**src/rtl/regfile_seq_if.sv**
```systemverilog
// Request/response and LR-bus signal bundle between the execute logic, the
// regfile_seq sequencer and the BC/DE/HL register bank.
interface regfile_seq_if;
  logic        req_valid;
  logic        req_ready;
  logic [1:0]  req_op;
  logic [1:0]  req_pair;
  logic        req_wide;
  logic        req_half;
  logic [15:0] req_wdata;
  logic        rsp_valid;
  logic        rsp_err;
  logic [15:0] rsp_rdata;
  logic [1:0]  lr_sel;
  logic        l_oe;
  logic        r_oe;
  logic        l_wr;
  logic        r_wr;
  logic [15:0] lr_dout;
  logic        lr_drive;
  logic [15:0] lr_din;

  modport master (
    output req_valid, req_op, req_pair, req_wide, req_half, req_wdata, lr_din,
    input  req_ready, rsp_valid, rsp_err, rsp_rdata,
    input  lr_sel, l_oe, r_oe, l_wr, r_wr, lr_dout, lr_drive
  );

  modport slave (
    input  req_valid, req_op, req_pair, req_wide, req_half, req_wdata, lr_din,
    output req_ready, rsp_valid, rsp_err, rsp_rdata,
    output lr_sel, l_oe, r_oe, l_wr, r_wr, lr_dout, lr_drive
  );
endinterface

```
**src/rtl/regfile_seq.sv**
```systemverilog
// Micro-op sequencer for the BC/DE/HL register bank: turns READ/WRITE/INC/DEC
// requests into LR-port strobe sequences and returns a one-cycle response.
module regfile_seq (
  input logic         clk,
  input logic         rst,
  regfile_seq_if.slave bus
);

  typedef enum logic [2:0] {
    S_IDLE = 3'd0,
    S_RD   = 3'd1,
    S_TA   = 3'd2,
    S_WR   = 3'd3,
    S_RSP  = 3'd4
  } state_t;

  localparam logic [1:0] OP_READ  = 2'd0;
  localparam logic [1:0] OP_WRITE = 2'd1;
  localparam logic [1:0] OP_DEC   = 2'd3;
  localparam logic [1:0] PAIR_RSV = 2'd3;

  // Bus value -> operand, zero-extended into [7:0] for 8-bit ops.
  function automatic logic [15:0] lane_in(input logic [15:0] v, input logic wide, input logic half);
    if (wide) begin
      lane_in = v;
    end else if (half) begin
      lane_in = {8'h00, v[7:0]};
    end else begin
      lane_in = {8'h00, v[15:8]};
    end
  endfunction

  // Operand -> bus value, placing an 8-bit operand in its lane and zeroing the other.
  function automatic logic [15:0] lane_out(input logic [15:0] v, input logic wide, input logic half);
    if (wide) begin
      lane_out = v;
    end else if (half) begin
      lane_out = {8'h00, v[7:0]};
    end else begin
      lane_out = {v[7:0], 8'h00};
    end
  endfunction

  // 8-bit operands wrap within the lane; nothing carries into the upper byte.
  function automatic logic [15:0] inc_dec(input logic [15:0] v, input logic wide, input logic dec);
    if (wide) begin
      inc_dec = dec ? (v - 16'd1) : (v + 16'd1);
    end else begin
      inc_dec = {8'h00, (dec ? (v[7:0] - 8'd1) : (v[7:0] + 8'd1))};
    end
  endfunction

  state_t      r_state;
  logic [1:0]  r_op;
  logic [1:0]  r_pair;
  logic        r_wide;
  logic        r_half;
  logic [15:0] r_tmp;

  logic        r_req_ready;
  logic        r_rsp_valid;
  logic        r_rsp_err;
  logic [15:0] r_rsp_rdata;
  logic [1:0]  r_lr_sel;
  logic        r_l_oe;
  logic        r_r_oe;
  logic        r_l_wr;
  logic        r_r_wr;
  logic [15:0] r_lr_dout;
  logic        r_lr_drive;

  logic        w_accept;
  logic        w_new_l;
  logic        w_new_r;
  logic        w_aff_l;
  logic        w_aff_r;
  logic [15:0] w_tmp_next;
  logic [15:0] w_wr_word;

  assign w_accept   = bus.req_valid & r_req_ready;
  assign w_new_l    = bus.req_wide | ~bus.req_half;
  assign w_new_r    = bus.req_wide | bus.req_half;
  assign w_aff_l    = r_wide | ~r_half;
  assign w_aff_r    = r_wide | r_half;
  assign w_tmp_next = inc_dec(r_tmp, r_wide, (r_op == OP_DEC));
  assign w_wr_word  = lane_out(lane_in(bus.req_wdata, bus.req_wide, bus.req_half),
                               bus.req_wide, bus.req_half);

  assign bus.req_ready = r_req_ready;
  assign bus.rsp_valid = r_rsp_valid;
  assign bus.rsp_err   = r_rsp_err;
  assign bus.rsp_rdata = r_rsp_rdata;
  assign bus.lr_sel    = r_lr_sel;
  assign bus.l_oe      = r_l_oe;
  assign bus.r_oe      = r_r_oe;
  assign bus.l_wr      = r_l_wr;
  assign bus.r_wr      = r_r_wr;
  assign bus.lr_dout   = r_lr_dout;
  assign bus.lr_drive  = r_lr_drive;

  // Sequencer FSM; every output is loaded with the value for the state being entered.
  always_ff @(posedge clk or negedge rst) begin
    if (!rst) begin
      r_state     <= S_IDLE;
      r_op        <= 2'd0;
      r_pair      <= 2'd0;
      r_wide      <= 1'b0;
      r_half      <= 1'b0;
      r_tmp       <= 16'h0000;
      r_req_ready <= 1'b0;
      r_rsp_valid <= 1'b0;
      r_rsp_err   <= 1'b0;
      r_rsp_rdata <= 16'h0000;
      r_lr_sel    <= 2'd0;
      r_l_oe      <= 1'b0;
      r_r_oe      <= 1'b0;
      r_l_wr      <= 1'b0;
      r_r_wr      <= 1'b0;
      r_lr_dout   <= 16'h0000;
      r_lr_drive  <= 1'b0;
    end else begin
      r_req_ready <= 1'b0;
      r_rsp_valid <= 1'b0;
      r_rsp_err   <= 1'b0;
      r_rsp_rdata <= 16'h0000;
      r_lr_sel    <= 2'd0;
      r_l_oe      <= 1'b0;
      r_r_oe      <= 1'b0;
      r_l_wr      <= 1'b0;
      r_r_wr      <= 1'b0;
      r_lr_dout   <= 16'h0000;
      r_lr_drive  <= 1'b0;
      case (r_state)
        S_IDLE: begin
          if (w_accept) begin
            r_op   <= bus.req_op;
            r_pair <= bus.req_pair;
            r_wide <= bus.req_wide;
            r_half <= bus.req_half;
            if (bus.req_pair == PAIR_RSV) begin
              r_state     <= S_RSP;
              r_rsp_valid <= 1'b1;
              r_rsp_err   <= 1'b1;
            end else if (bus.req_op == OP_WRITE) begin
              r_state    <= S_WR;
              r_lr_sel   <= bus.req_pair;
              r_lr_drive <= 1'b1;
              r_lr_dout  <= w_wr_word;
              r_l_wr     <= w_new_l;
              r_r_wr     <= w_new_r;
            end else begin
              r_state  <= S_RD;
              r_lr_sel <= bus.req_pair;
              r_l_oe   <= w_new_l;
              r_r_oe   <= w_new_r;
            end
          end else begin
            // Also the first edge after reset release, which raises ready.
            r_req_ready <= 1'b1;
          end
        end
        S_RD: begin
          r_tmp <= lane_in(bus.lr_din, r_wide, r_half);
          if (r_op == OP_READ) begin
            r_state     <= S_RSP;
            r_rsp_valid <= 1'b1;
            r_rsp_rdata <= lane_in(bus.lr_din, r_wide, r_half);
          end else begin
            r_state <= S_TA;
          end
        end
        S_TA: begin
          r_tmp      <= w_tmp_next;
          r_state    <= S_WR;
          r_lr_sel   <= r_pair;
          r_lr_drive <= 1'b1;
          r_lr_dout  <= lane_out(w_tmp_next, r_wide, r_half);
          r_l_wr     <= w_aff_l;
          r_r_wr     <= w_aff_r;
        end
        S_WR: begin
          r_state     <= S_RSP;
          r_rsp_valid <= 1'b1;
          r_rsp_rdata <= (r_op == OP_WRITE) ? 16'h0000 : r_tmp;
        end
        S_RSP: begin
          r_state     <= S_IDLE;
          r_req_ready <= 1'b1;
        end
        default: begin
          r_state <= S_IDLE;
        end
      endcase
    end
  end

endmodule

```
**src/flat_wrapper.sv**
```systemverilog
// flat-port wrapper written by rule: the top's interface ports become plain ports
module regfile_seq_flat 
  (clk, rst, bus_req_valid, bus_req_op, bus_req_pair, bus_req_wide, bus_req_half, bus_req_wdata, bus_lr_din, bus_req_ready, bus_rsp_valid, bus_rsp_err, bus_rsp_rdata, bus_lr_sel, bus_l_oe, bus_r_oe, bus_l_wr, bus_r_wr, bus_lr_dout, bus_lr_drive);
  regfile_seq_if bus_i ();
  input logic clk;
  input logic rst;
  input wire logic [$bits(bus_i.req_valid)-1:0] bus_req_valid;
  input wire logic [$bits(bus_i.req_op)-1:0] bus_req_op;
  input wire logic [$bits(bus_i.req_pair)-1:0] bus_req_pair;
  input wire logic [$bits(bus_i.req_wide)-1:0] bus_req_wide;
  input wire logic [$bits(bus_i.req_half)-1:0] bus_req_half;
  input wire logic [$bits(bus_i.req_wdata)-1:0] bus_req_wdata;
  input wire logic [$bits(bus_i.lr_din)-1:0] bus_lr_din;
  output wire logic [$bits(bus_i.req_ready)-1:0] bus_req_ready;
  output wire logic [$bits(bus_i.rsp_valid)-1:0] bus_rsp_valid;
  output wire logic [$bits(bus_i.rsp_err)-1:0] bus_rsp_err;
  output wire logic [$bits(bus_i.rsp_rdata)-1:0] bus_rsp_rdata;
  output wire logic [$bits(bus_i.lr_sel)-1:0] bus_lr_sel;
  output wire logic [$bits(bus_i.l_oe)-1:0] bus_l_oe;
  output wire logic [$bits(bus_i.r_oe)-1:0] bus_r_oe;
  output wire logic [$bits(bus_i.l_wr)-1:0] bus_l_wr;
  output wire logic [$bits(bus_i.r_wr)-1:0] bus_r_wr;
  output wire logic [$bits(bus_i.lr_dout)-1:0] bus_lr_dout;
  output wire logic [$bits(bus_i.lr_drive)-1:0] bus_lr_drive;
  assign bus_i.req_valid = bus_req_valid;
  assign bus_i.req_op = bus_req_op;
  assign bus_i.req_pair = bus_req_pair;
  assign bus_i.req_wide = bus_req_wide;
  assign bus_i.req_half = bus_req_half;
  assign bus_i.req_wdata = bus_req_wdata;
  assign bus_i.lr_din = bus_lr_din;
  assign bus_req_ready = bus_i.req_ready;
  assign bus_rsp_valid = bus_i.rsp_valid;
  assign bus_rsp_err = bus_i.rsp_err;
  assign bus_rsp_rdata = bus_i.rsp_rdata;
  assign bus_lr_sel = bus_i.lr_sel;
  assign bus_l_oe = bus_i.l_oe;
  assign bus_r_oe = bus_i.r_oe;
  assign bus_l_wr = bus_i.l_wr;
  assign bus_r_wr = bus_i.r_wr;
  assign bus_lr_dout = bus_i.lr_dout;
  assign bus_lr_drive = bus_i.lr_drive;
  regfile_seq u_core (.clk(clk), .rst(rst), .bus(bus_i));
endmodule
```
**config.mk**
```make
export PLATFORM = sky130hd
export DESIGN_NAME = regfile_seq_flat
export DESIGN_NICKNAME = d
export VERILOG_FILES = /design/src/rtl/regfile_seq_if.sv /design/src/rtl/regfile_seq.sv /design/src/flat_wrapper.sv
export SDC_FILE = /design/constraint.sdc
export NUM_CORES = 1
export LEC_CHECK = 0
export CORE_MARGIN = 2
export CORE_UTILIZATION = 37
export CTS_CLUSTER_DIAMETER = 120
export DETAILED_ROUTE_END_ITERATION = 6
export PLACE_DENSITY_LB_ADDON = 0.12
export SLEW_MARGIN = 40
export SYNTH_ARGS = -nofsm -noshare
export SYNTH_HDL_FRONTEND = slang
export SYNTH_SLANG_ARGS = --single-unit
export TNS_END_PERCENT = 30
```
**constraint.sdc**
```tcl
create_clock -name clk -period 4.4 [get_ports clk]
set_input_delay 1.32 -clock clk [delete_from_list [all_inputs] [get_ports clk]]
set_output_delay 1.32 -clock clk [all_outputs]
set_load 0.05 [all_outputs]
```
## Word level (Yosys, flattened, before mapping)

Index checks and enable logic that the tools add are counted.

| word-level totals | value |
|---|---|
| flip-flop bits (word level) | 67 |
| input port bits | 41 |
| output and inout port bits | 42 |
| word-level logic and storage cells | 95 |

| cells by class | value |
|---|---|
| add/subtract/negate cells | 4 |
| equal/unequal tests | 9 |
| multiplexer cells | 54 |
| bitwise operators | 7 |
| reductions and logical operators | 4 |

Operator list:

| kind | count |
|---|---|
| two-way mux 16 bit | 13 |
| one-hot mux 16 bit (2 select lines) | 3 |
| two-way mux 8 bit | 3 |
| two-way mux 1 bit | 22 |
| adder 16 x 1 -> 16 bit (second input constant) | 1 |
| subtractor 16 x 1 -> 16 bit (second input constant) | 1 |
| one-hot mux 3 bit (4 select lines) | 1 |
| two-way mux 3 bit | 3 |
| adder 8 x 1 -> 8 bit (second input constant) | 1 |
| one-hot mux 1 bit (2 select lines) | 4 |
| subtractor 8 x 1 -> 8 bit (second input constant) | 1 |
| == test 3 x 2 -> 1 bit (second input constant) | 2 |
| two-way mux 2 bit | 3 |
| == test 2 x 1 -> 1 bit (second input constant) | 2 |
| == test 2 bit (second input constant) | 2 |
| OR 1 bit | 4 |
| one-hot mux 2 bit (2 select lines) | 1 |
| == test 3 x 1 -> 1 bit (second input constant) | 1 |
| == test 3 bit (second input constant) | 1 |
| zero test 3 bit | 1 |
| one-hot mux 1 bit (3 select lines) | 1 |
| zero test 2 bit | 1 |
| inequality test 2 x 1 -> 1 bit (second input constant) | 1 |
| inverter 1 bit | 2 |
| other kinds (3) | 3 |

## Logic depth before layout (Yosys ltp)

Gate-level depths: netlist of run 1.

| logic depth | value |
|---|---|
| depth in word-level cells | 8 |
| mapped depth | 11 |
| mapped depth without buffers | 9 |

## Least setup slack after synthesis of run 1

OpenSTA, ideal clock, no wires.

| timing | value |
|---|---|
| path kind | input to register |
| start point | input port bus_req_valid |
| end point | register u_core.r_lr_dout[13] (netlist: u_core.bus.lr_dout[13]) |
| arrival | 2.429 ns |
| data required time | 4.336 ns |
| setup slack | 1.906 ns |
| stages on the path | 6 |
| path through | nand2_1 -> nor4_4 -> nand3_1 -> nor2_1 -> a22o_1 -> a21o_1 |

| on the way | value |
|---|---|
| longest elaborated chain between the ends | 3 |

Ends and longest elaborated chain:

| what | line | source |
|---|---|---|
| start, declared | flat_wrapper.sv:7 | `input wire logic [$bits(bus_i.req_valid)-1:0] bus_req_valid;` |
| AND 1 bit | regfile_seq.sv:80 | `assign w_accept = bus.req_valid & r_req_ready;` |
| two-way mux 16 bit | regfile_seq.sv:135 | `if (w_accept) begin` |
| one-hot mux 16 bit (2 select lines) | regfile_seq.sv:133 | `case (r_state)` |
| end signal, assigned | regfile_seq.sv:148 | `r_lr_dout <= w_wr_word;` |
| end signal, assigned | regfile_seq.sv:177 | `r_lr_dout <= lane_out(w_tmp_next, r_wide, r_half);` |
| end, declared | regfile_seq.sv:69 | `logic [15:0] r_lr_dout;` |

No other way between the ends.
A chain may end at the register's enable or synchronous reset.

## Worst setup path in the final report of run 1

Ends and elaborated chain as after synthesis.

==> flow_metrics.env, run 1 <==
export IMPL_status="finished, final reports clean"
export IMPL_met2_length_mm=5.20
export IMPL_cp_num_buf_inv=2
export IMPL_drive_gt1_share_pct=8.26
export IMPL_ys_ff_latch=67
export IMPL_worst_pin_slew_ns=0.813
export IMPL_port_buffers=82
export IMPL_htree_levels=3
export IMPL_p_leak_nw=1.99
export IMPL_cts_root_buf="clkbuf_8"
export IMPL_rows=35
export IMPL_critical_path_top_delay_family="simple AND/OR/NAND/NOR gates"
export IMPL_drv_cap=0
export IMPL_clk_latency_ns=0.35
export IMPL_start_util_pct=38.1
export IMPL_dieArea_um2=10300
export IMPL_clkPwrFrac_pct=14.7
export IMPL_yosys_warnings=0
export IMPL_clk_path_buf_depth=2
export IMPL_synthesis_area_um2=3520
export IMPL_synth_nets=401
export IMPL_cp_data_required_time_ns=4.69
export IMPL_grt_max_degree=33
export IMPL_avgViaCountPerCell=5.53
export IMPL_nets=475
export IMPL_drtPass1Iterations=4
export IMPL_place_inst=550
export IMPL_total_power_mw=3.33
export IMPL_reg2reg_depth=9
export IMPL_final_setup_skew_ns=0.00726
export IMPL_slew_viol_final=0
export IMPL_top_layer="met4"
export IMPL_vias=3125
export IMPL_timing_final_crit_share_pct=67.7
export IMPL_syn_area_per_cell_um2=9.82
export IMPL_r2r_end="u_core.bus.lr_dout[14]$_DFF_PN0_"
export IMPL_crit_fanout=13
export IMPL_hold_viol_final=0
export IMPL_met1Wirelength_mm=4.48
export IMPL_hp_start="u_core.r_pair[1]$_DFFE_PN0P_"
export IMPL_globalRouteTotalUtil_pct=21.0
export IMPL_grt_pass1_vias=3119
export IMPL_whs_path_depth=1
export IMPL_synthCells=358
export IMPL_criticalPathCategory="in2reg"
export IMPL_cts_setup_buffers=0
export IMPL_die_x_um=101
export IMPL_ys_flop_type="dfrtp_1"
export IMPL_fmax_ghz=0.336
export IMPL_preCtsSetupSlack_ns=1.06
export IMPL_synthToLayoutAreaGrowth_pct=31.0
export IMPL_final_util_pct=49.9
export IMPL_cpPeakStageDelay_ns=0.55
export IMPL_period_minus_slack_ns=2.98
export IMPL_ys_seq_area_share_pct=47.7
export IMPL_yosysUniqueCellTypes=58
export IMPL_dp_final_hpwl_mm=7.76
export IMPL_rsz0062_at_grt="false"
export IMPL_pwr_share_comb_pct=51.9
export IMPL_worst_hold_path_type="reg2reg"
export IMPL_pin_count=83
export IMPL_fin_setup_tns_ns=0
export IMPL_critPathArrivalTime_ns=3.27
export IMPL_synth_edf_count=0
export IMPL_routed_wl_mm=10.3
export IMPL_gp_routability_congestion=0.935
export IMPL_p_int_mw=1.72
export IMPL_overflow=0
export IMPL_drtIter0Drc=147
export IMPL_swShare_pct=48.4
export IMPL_path_cells="clkdlybuf4s50_1 > nand2_1 > nor4_4 > buf_4 > nand3_1 > nor2_1 > a22o_1 > a21o_1"
export IMPL_cts_hold_buffers=0
export IMPL_max_slew_margin_rel_pct=45.8
export IMPL_setup_viol=0
export IMPL_p_per_area_nw_per_um2=723
export IMPL_cts_resized=0
export IMPL_ant_nets=0
export IMPL_n_antenna_cell=0
export IMPL_worstHoldEndpoint="u_core.bus.lr_sel[1]$_DFF_PN0_"
export IMPL_cts_sinks=67
export IMPL_p_sw_mw=1.61
export IMPL_drc_errors=0
export IMPL_reg2reg_slack_ns=1.62
export IMPL_clk_pin_slew_worst_paths_ns=0.07
export IMPL_cp_end_kind="flip-flop"
export IMPL_cts_tree="done"
export IMPL_start_kind="input port"
export IMPL_wl_per_cell_um=18.2
export IMPL_p_seq_share_pct=33.4
export IMPL_synthArstFlopShare_pct=100
export IMPL_crit_slowest_cell="nor2_1"
export IMPL_timing_final_ws_setup_ns=1.42
export IMPL_cts_buffers=9
export IMPL_irDropWorstVdd_mv=0.351
export IMPL_dieHeight_um=101
export IMPL_core_um2=9240
export IMPL_grt_first_pass_wirelength_mm=16.3
export IMPL_r2r_start="u_core.r_op[0]$_DFFE_PN0P_"
export IMPL_final_cells=565
export IMPL_antenna_found_initial=0
export IMPL_wl_met3_um=442
==> cell families (layout without fill, tap and decap cells) <==
group                    count (synthesis)  count (layout)  share of synthesized area [%]
flip-flops                              67              67                           47.7
buffers and inverters                   35             113                           4.45
XOR/XNOR                                17              17                           4.23
AO/OA/AOI/OAI                          107             107                           21.7
AND/OR/NAND/NOR                        117             117                           17.4
multiplexers                            13              13                           3.84
adder cells (fa/ha/maj)                  2               2                          0.712
==> layout make-up <==
| class | count | area, µm² |
|---|---|---|
| Inverter | 10 | 37.5 |
| Fill cell | 896 | 4630 |
| Sequential cell | 67 | 1680 |
| Tap cell | 129 | 161 |
| Multi-Input combinational cell | 256 | 1690 |
| Timing Repair Buffer | 88 | 861 |
| Clock buffer | 10 | 128 |
| Clock inverter | 5 | 55.1 |
==> synth_stat cells (all sizes together), types with 6 or more instances <==
cell type	count	area, µm²
nand3	6	30.0
buf	14	77.6
mux2i	9	90.1
o21ai	24	120
a32oi	7	61.3
xnor2	10	87.6
a22o	17	149
xor2	7	61.3
nor4	6	58.8
nand2	34	130
inv	10	37.5
nor2	35	131
clkbuf	11	41.3
a31oi	6	37.5
a22oi	7	52.6
dfrtp	67	1680
a21oi	17	85.1
==> per-stage QoR <==
step / hold slack, ns / area, µm²
3_3_place_gp: 0.484 / 4420
6_report: 0.504 / 4610
2_1_floorplan: 0.462 / 3520
4_1_cts: 0.512 / 4600
3_5_place_dp: 0.483 / 4420
5_1_grt: 0.537 / 4610
==> layer usage <==
| layer | up-vias | GRT usage, % |
|---|---|---|
| met5 | - | 0 |
| met2 | 96 | 36.3 |
| met4 | 0 | 7.38 |
| li1 | 1459 | - |
| met3 | 17 | 3.80 |
| met1 | 1553 | 26.4 |
==> cells in the final DEF, fill, tap and decap left out, types with 3 or more instances in the layout <==
cell,count
mux2i_1,9
dfrtp_1,67
nand4_1,5
nand3_1,6
o2bb2ai_1,3
o22ai_1,4
nor4_1,4
xor2_1,7
nor2_1,35
o21ai_0,23
clkdlybuf4s50_1,81
a221o_1,3
mux2_2,4
and3_1,5
and2_1,5
clkbuf_8,9
a32o_1,4
inv_1,9
a21oi_1,17
a22oi_1,7
a22o_1,17
nor3_1,4
o21a_1,3
xnor2_1,10
buf_4,6
a31oi_1,6
nand2_1,33
a32oi_1,7
==> registers in the layout, indices dropped and copies added (netlist names), 2 cells and up <==
register,flops
u_core.bus.lr_dout,16
u_core.bus.rsp_rdata,16
u_core.r_tmp,16
u_core.r_state,3
u_core.bus.lr_sel,2
u_core.r_op,2
u_core.r_pair,2
==> how the worst max path moves through the flow <==
stage | start | end | slack (ns) | cells after the start
after floorplan | bus_req_valid | u_core.bus.lr_dout[13]$_DFF_PN0_ | 1.91 | 6
after detailed placement | bus_req_valid | u_core.bus.lr_dout[12]$_DFF_PN0_ | 1.06 | 8
after global routing | bus_req_valid | u_core.bus.lr_dout[8]$_DFF_PN0_ | 1.25 | 8
after CTS | bus_req_valid | u_core.bus.lr_dout[12]$_DFF_PN0_ | 1.43 | 8
final | bus_req_valid | u_core.bus.lr_dout[13]$_DFF_PN0_ | 1.42 | 8
after global placement | bus_req_valid | u_core.bus.lr_dout[13]$_DFF_PN0_ | 1.10 | 8
==> power by group through the flow <==
stage,clock [mW],sequential (mW),combinational (mW)
detailed placement,0,1.12,1.73
CTS,0.503,1.11,1.73
floorplan,0,1.31,0.981
global route,0.524,1.15,1.87
global placement,0,1.12,1.72
finish,0.491,1.11,1.73
(Power assumes the default switching activity.)
==> inputs of run 2 (changes only) <==
==> constraint.sdc (replaced) <==
create_clock -name clk -period 3 [get_ports clk]
set_input_delay 0.9 -clock clk [delete_from_list [all_inputs] [get_ports clk]]
set_output_delay 0.9 -clock clk [all_outputs]
set_load 0.05 [all_outputs]
==> run 2 against run 1 <==
Against the previous run:
- hold slack improved by 0.0021 ns
- power increased by 53%
- cell area increased by 1.7%
- die area unchanged
- global-route usage increased by 2.3 points
==> flow_metrics.env, run 2 (synthesis gave the netlist of run 1 again) <==
export IMPL_status="finished, final reports clean"
export IMPL_n_antenna_cell=0
export IMPL_pin_count=83
export IMPL_fillers=883
export IMPL_setup_viol=0
export IMPL_drtPass1Iterations=5
export IMPL_start_util_pct=38.1
export IMPL_cts_sinks=67
export IMPL_grt_first_pass_wirelength_mm=18.1
export IMPL_postLayoutCellArea_um2=4680
export IMPL_cp_end_kind="flip-flop"
export IMPL_vias=3140
export IMPL_wl_per_cell_um=19.8
export IMPL_dp_final_hpwl_mm=8.33
export IMPL_rows=35
export IMPL_cts_hold_buffers=0
export IMPL_antenna_found_initial=0
export IMPL_p_int_mw=2.64
export IMPL_htree_levels=3
export IMPL_cts_setup_buffers=0
export IMPL_multi_input_area_um2=1690
export IMPL_p_sw_mw=2.44
export IMPL_grt_pass1_vias=3312
export IMPL_cp_data_required_time_ns=3.22
export IMPL_dpl_cell_area_um2=4480
export IMPL_drv_cap=0
export IMPL_p_per_area_nw_per_um2=1080
export IMPL_pwr_share_comb_pct=52.4
export IMPL_swShare_pct=48.1
export IMPL_overflow=0
export IMPL_globalRouteTotalUtil_pct=23.4
export IMPL_drtIter0Drc=138
export IMPL_rsz0062_at_grt="false"
export IMPL_hold_viol_final=0
export IMPL_fmax_ghz=0.393
export IMPL_core_um2=9240
export IMPL_period_minus_slack_ns=2.55
export IMPL_critPathArrivalTime_ns=2.76
export IMPL_avgViaCountPerCell=5.50
export IMPL_cts_buffers=9
export IMPL_seq_area_um2=1680
export IMPL_max_slew_margin_rel_pct=52.5
export IMPL_final_cell_mix="clkdlybuf4s50_1, dfrtp_1, nor2_1, nand2_1, o21ai_0"
export IMPL_drive_gt1_share_pct=9.95
export IMPL_clk_pin_slew_worst_paths_ns=0.08
export IMPL_p_seq_share_pct=32.2
export IMPL_clkPwrFrac_pct=15.4
export IMPL_timing_final_crit_share_pct=84.8
export IMPL_cts_root_buf="clkbuf_8"
export IMPL_synthToLayoutAreaGrowth_pct=33.2
export IMPL_irDropWorstVdd_mv=0.564
export IMPL_clk_latency_ns=0.34
export IMPL_nets=482
export IMPL_crit_fanout=9
export IMPL_worst_hold_path_type="reg2reg"
export IMPL_grt_busiest_layer="met2"
export IMPL_grtUsageMet3_pct=4.42
export IMPL_slew_viol_final=0
export IMPL_p_leak_nw=2.04
export IMPL_fin_setup_tns_ns=0
export IMPL_grt_max_degree=68
export IMPL_criticalPathCategory="reg2reg"
export IMPL_start_kind="flip-flop"
export IMPL_grt_util_met2_pct=38.9
export IMPL_cts_tree="done"
export IMPL_gp_routability_congestion=0.891
export IMPL_ant_nets=0
export IMPL_clk_path_buf_depth=2
export IMPL_worst_pin_slew_ns=0.709
export IMPL_gr_usage_met1_pct=30.7
export IMPL_drc_errors=0
export IMPL_routed_wl_mm=11.3
export IMPL_final_common_cell="clkdlybuf4s50_1"
export IMPL_dieArea_um2=10300
export IMPL_port_buffers=82
export IMPL_cts_resized=0
export IMPL_die_x_um=101
export IMPL_final_setup_skew_ns=0.0103
export IMPL_dieHeight_um=101
-- run 2: changes by cell type in the layout (fill, tap and decap cells not counted) --
cell	previous run	this run
clkbuf_1	1	0
buf_6	0	1
clkbuf_8	9	12
clkinvlp_4	2	0
nor2_2	0	1
clkinv_2	2	1
buf_4	6	12
nor2_1	35	34
-- run 2: worst max-delay path, cell delays in order, from the launching register on --
cell and delay [ns]:
dfrtp_1 0.53, nand2_2 0.10, xnor2_1 0.14, ha_1 0.28
or2_1 0.25, nand3b_4 0.18, or3_4 0.36, nand2_1 0.11
xor2_1 0.14, a221o_1 0.35
-- run 2: layout make-up --
| type | count | share of cell area, % |
|---|---|---|
| multi-input cells | 256 | 36.1 |
| flip-flops and latches | 67 | 35.8 |
| repair buffers | 95 | 19.6 |
| clock buffers | 12 | 3.53 |
| well taps | 129 | 3.45 |
| inverters | 10 | 0.801 |
| clock inverters | 2 | 0.748 |
-- run 2: through the flow --
stage          utilization [%]  setup slack (ns)  hold WS (ns)  total power, mW  instances
3_3_place_gp              48.4             0.479         0.493             4.31        557
6_report                  50.7             0.455         0.506             5.08        571
3_5_place_dp              48.4             0.480         0.479             4.31        557
2_1_floorplan                -             0.523         0.462             3.35        358
4_1_cts                   50.6             0.457         0.504             5.11        571
5_1_grt                   50.7             0.283         0.547             5.41        571
-- run 2: final timing paths --
check	startpoint	end	slack (ns)	cells after the start
max	u_core.r_op[0]$_DFFE_PN0P_	u_core.bus.lr_dout[14]$_DFF_PN0_	0.45	9
min	u_core.r_pair[1]$_DFFE_PN0P_	u_core.bus.lr_sel[1]$_DFF_PN0_	0.51	1
max reg2reg	u_core.r_op[0]$_DFFE_PN0P_	u_core.bus.lr_dout[14]$_DFF_PN0_	0.45	9
min reg2reg	u_core.r_pair[1]$_DFFE_PN0P_	u_core.bus.lr_sel[1]$_DFF_PN0_	0.51	1
max in group asynchronous	rst	u_core.r_tmp[8]$_DFFE_PN0P_	1.90	2
min in group asynchronous	rst	u_core.bus.rsp_rdata[5]$_DFF_PN0_	0.64	2
-- run 2: per-layer routing --
metal | part of all wire, % | up-vias | wire, µm
li1 | - | 1470 | -
met1 | 44 | 1566 | 4980
met2 | 50 | 90 | 5640
met3 | 4.2 | 14 | 470
met4 | 1.7 | 0 | 197
met5 | 0 | - | 0
-- run 2: power groups by stage --
stage          Clock [mW]  Combinational [mW]  Sequential, mW
3_3_place_gp            0                2.66            1.65
2_1_floorplan           0                1.44            1.91
5_1_grt             0.843                2.88            1.69
3_5_place_dp            0                2.67            1.65
6_report            0.783                2.66            1.64
4_1_cts             0.803                2.67            1.63
